--- config.mk ---
export PLATFORM = sky130hd
export DESIGN_NAME = diff_sub
export DESIGN_NICKNAME = d
export VERILOG_FILES = /design/src/rtl/diff_sub.sv
export SDC_FILE = /design/constraint.sdc
export NUM_CORES = 1
export LEC_CHECK = 0
export ABC_AREA = 1
export BUFFER_PORTS_ARGS = -buffer_cell sky130_fd_sc_hd__buf_4
export CORE_AREA = 2 2 42 44
export CTS_CLUSTER_DIAMETER = 50
export CTS_CLUSTER_SIZE = 12
export DETAILED_ROUTE_END_ITERATION = 8
export DIE_AREA = 0 0 44 46
export PLACE_DENSITY = 0.8
export SYNTH_ARGS = -nofsm -noshare
export SYNTH_HDL_FRONTEND = slang
export SYNTH_SLANG_ARGS = --single-unit
export TNS_END_PERCENT = 20
--- constraint.sdc ---
create_clock -name clock -period 0.9 [get_ports clock]
set_clock_uncertainty 0.1 [all_clocks]
set_input_delay 0.135 -clock clock [delete_from_list [all_inputs] [get_ports clock]]
set_output_delay 0.135 -clock clock [all_outputs]
set_load 0.01 [all_outputs]
--- src/rtl/diff_sub.sv ---
// Registered N-bit unsigned subtractor with ripple borrow chain: d = x - y - b_in, plus borrow-out.
// Optional macro DIFF_SUB_SAT_EN clamps the difference to 0 whenever a borrow leaves the MSB.
module diff_sub #(
  parameter int N = 8
) (
  input  logic         clock,
  input  logic         reset,
  input  logic         in_valid,
  input  logic [N-1:0] x,
  input  logic [N-1:0] y,
  input  logic         b_in,
  output logic         out_valid,
  output logic [N-1:0] d,
  output logic         b_out,
  output logic         zero
);

  // Chain of 1-bit full-subtractor cells; returns {borrow out of MSB, difference}.
  function automatic logic [N:0] ripple_sub(input logic [N-1:0] a,
                                            input logic [N-1:0] b,
                                            input logic         bin);
    logic         bw;
    logic [N-1:0] diff;
    bw   = bin;
    diff = '0;
    for (int i = 0; i < N; i++) begin
      diff[i] = a[i] ^ b[i] ^ bw;
      bw      = (~a[i] & b[i]) | (~(a[i] ^ b[i]) & bw);
    end
    return {bw, diff};
  endfunction

`ifdef DIFF_SUB_SAT_EN
  // A borrow out means the true result went negative; floor it at zero.
  function automatic logic [N-1:0] sat_floor(input logic [N-1:0] diff,
                                             input logic         borrow);
    return borrow ? '0 : diff;
  endfunction
`endif

  logic [N:0]   sub_raw;
  logic [N-1:0] d_nxt;
  logic         b_nxt;

  logic         vld_p0;
  logic [N-1:0] d_p0;
  logic         b_p0;
  logic         zero_p0;

  assign sub_raw = ripple_sub(x, y, b_in);
  assign b_nxt   = sub_raw[N];
`ifdef DIFF_SUB_SAT_EN
  assign d_nxt   = sat_floor(sub_raw[N-1:0], b_nxt);
`else
  assign d_nxt   = sub_raw[N-1:0];
`endif

  // Stage p0: result register; data holds its value on idle cycles.
  always_ff @(posedge clock or posedge reset) begin
    if (reset) begin
      vld_p0  <= 1'b0;
      d_p0    <= '0;
      b_p0    <= 1'b0;
      zero_p0 <= 1'b1;
    end else begin
      vld_p0 <= in_valid;
      if (in_valid) begin
        d_p0    <= d_nxt;
        b_p0    <= b_nxt;
        zero_p0 <= (d_nxt == '0);
      end
    end
  end

  assign out_valid = vld_p0;
  assign d         = d_p0;
  assign b_out     = b_p0;
  assign zero      = zero_p0;

endmodule

==> results.py <==
metrics = {
    "clock_network": {
        "numCtsBuffers": 3,
        "tritoncts": "yes",
        "clockBufferDepth": 2,
        "worstSkewPairLatency_ns": 0.26,
        "clkSinkCount": 11,
        "cts-root-buf": "clkbuf_4",
        "htree_levels": 1,
        "clk_pin_slew_ns": 0.08,
        "post_cts_buffers": 0,
    },
    "synth": {
        "synth_seq_cells": 11,
        "synthMuxAreaShare": 0,
        "synth_top_family_by_area": "adder cells",
        "avgSynthCellArea_um2": 10.8,
        "synth_xor_area_frac": 0,
        "ys_seq_area_frac": 0.436,
        "synthSimpleGateAreaFrac": 0.114,
        "syn_area_um2": 634,
        "synth_nets": 87,
        "synth_cells": 59,
        "synthAdderAreaFrac": 0.252,
        "yosys_warnings": 0,
        "synth-compound-area-share": 0.108,
        "synth_cell_types": 11,
    },
    "die": {
        "coreArea_um2": 1610,
        "die_height_um": 46,
        "start_util": 0.393,
        "num_rows": 15,
        "dieArea_um2": 2020,
        "ios": 31,
        "die_w_um": 44,
    },
    "sta": {
        "worstMarginPinSlew_ns": 0.313,
        "maxSlewViolCount": 0,
        "setup_viol": 20,
        "hold_violations": 0,
        "tns_ns": -15.90,
        "rsz0062_at_grt": "true",
        "fin_ws_ns": -2.51,
        "min_period_ns": 3.41,
        "relSlewSlack": 0.791,
        "finalCritPeriodShare": 3.78,
        "fmax_mhz": 294,
    },
    "placed_design": {
        "dp.cells": 109,
        "port_buffers": 30,
        "place.gp.congestion": 0.737,
        "dp_hpwl_um": 1160,
        "place_area_um2": 917,
        "post-place-ws_ns": -2.82,
    },
    "grt": {
        "antenna_found_initial": 0,
        "grt_pass1_vias": 574,
        "grt_pass1_wl_um": 2400,
        "grt_use_total": 0.162,
        "grt_max_degree": 17,
        "overflow": 0,
    },
    "setup_path": {
        "required_ns": 1.01,
        "crit_path_max_fanout": 2,
        "reg2reg_from": "zero",
        "r2r-end": "zero",
        "crit_arrival_ns": 3.51,
        "cp-start-kind": "primary input",
        "rr_worst_depth": 2,
        "criticalPathCategory": "primary input to flop",
        "crit_path_end_kind": "flop",
        "regToRegSetupSlack_ns": 0.07,
    },
    "routing": {
        "firstDrtPassIters": 2,
        "vias": 528,
        "drt-vias-per-instance": 4.59,
        "wl_um": 1340,
        "antenna_left": 0,
        "drc": 0,
        "drt_iter0_markers": 4,
        "wl_per_cell_um": 11.6,
    },
    "cells_and_area": {
        "multi_input_comb_area_um2": 327,
        "syn_to_final_growth_pct": 63.3,
        "nets": 127,
        "final_common_cell": "buf_4",
        "diodes": 0,
        "fin_cells": 115,
        "nFillCells": 133,
        "drive_above_1_share": 0.612,
        "final_area_um2": 1040,
        "final_util": 0.642,
        "final_cell_mix": "buf_4 (18), buf_6 (16), nand2_1 (15), dfrtp_1 (10)",
        "regArea_um2": 277,
    },
    "min_path": {
        "worstHoldPathCells": 3,
        "whs_endpoint": "d[7]",
        "hold_class": "primary input to flop",
        "min-delay-start": "in_valid",
    },
    "status": {
        "status": "finished, violations left",
        "violations": "negative setup slack",
    },
    "power_and_ir_drop": {
        "power_density_nw_per_um2": 1530,
        "p_leak_uw": 0.000513,
        "ir_drop_uv": 740,
    },
    "job": {
        "cap_violations": 0,
    },
}
logic make-up (layout without fill, tap and decap cells):
group | count (synthesis) | after routing
AOI/OAI and AO/OA | 8 | 8
DFF | 11 | 11
adders and majority gates | 8 | 8
and+or+nand+nor | 19 | 19
buffers and inverters | 13 | 52
sequential cells by signal (all words and copies together) (netlist names):
register / count
b_out: 1
d: 8
out_valid: 1
zero: 1
critical path: stages:
cell and delay [ns]:
buf_6 0.10, fa_2 0.39, fa_2 0.39, fa_2 0.34
fa_2 0.34, fa_2 0.35, fa_2 0.35, fa_2 0.35
inv_2 0.07, fa_2 0.45, nor2_2 0.10, nand3_1 0.08
nand2_1 0.06
power breakdown:
group / internal (µW) / switching [µW]
Combinational: 382 / 256
Clock: 164 / 168
Sequential: 568 / 52.9
synthesized netlist by cell type:
cell type | instances | area, µm²
nand2_1 | 16 | 60.1
fa_1 | 8 | 160
o21ai_2 | 7 | 61.3
dfrtp_1 | 10 | 250
buf_6 | 1 | 11.3
inv_1 | 11 | 41.3
dfstp_2 | 1 | 26.3
inv_2 | 1 | 3.75
nor2_1 | 2 | 7.51
o21a_1 | 1 | 7.51
nand3_1 | 1 | 5.00
layout make-up:
cell class                      instances  share of cell area
Sequential cell                        11               0.267
Clock inverter                          1             0.00483
Tap cell                               17              0.0205
Multi-Input combinational cell         35               0.315
Inverter                               12              0.0471
Timing Repair Buffer                   36               0.324
Clock buffer                            3              0.0217
repair_timing:
item,in CTS,in global routing
hold endpoints to repair,11,0
pin swaps,3,0
gates resized for setup,16,5
hold buffers,2,0
endpoints found under the setup margin,21,32
through the flow:
| stage | hold slack (ns) | total power, µW |
|---|---|---|
| final | 0.0338 | 1590 |
| after detailed placement | 0.0566 | 1170 |
| after floorplan | -0.113 | 885 |
| after global placement | 0.0450 | 1150 |
| after global routing | 0.0453 | 1700 |
| after CTS | 0.0329 | 1590 |
layer usage:
metal | track usage | vias up | wire, µm
met1 | 0.189 | 252 | 482
met3 | 0.0357 | 2 | 101
met4 | 0.0485 | 0 | 16
met5 | 0 | - | 0
met2 | 0.297 | 21 | 735
li1 | - | 253 | -
worst max path at each step:
stage | start | endpoint | slack [ns] | depth (start not counted)
detailed placement | y[0] | zero | -2.82 | 13
floorplan | y[0] | zero | -2.53 | 12
global route | y[0] | zero | -2.60 | 13
finish | y[0] | zero | -2.51 | 13
global placement | y[0] | zero | -2.76 | 13
CTS | y[0] | zero | -2.53 | 13
No activity file was read; power rests on OpenSTA's default activity.
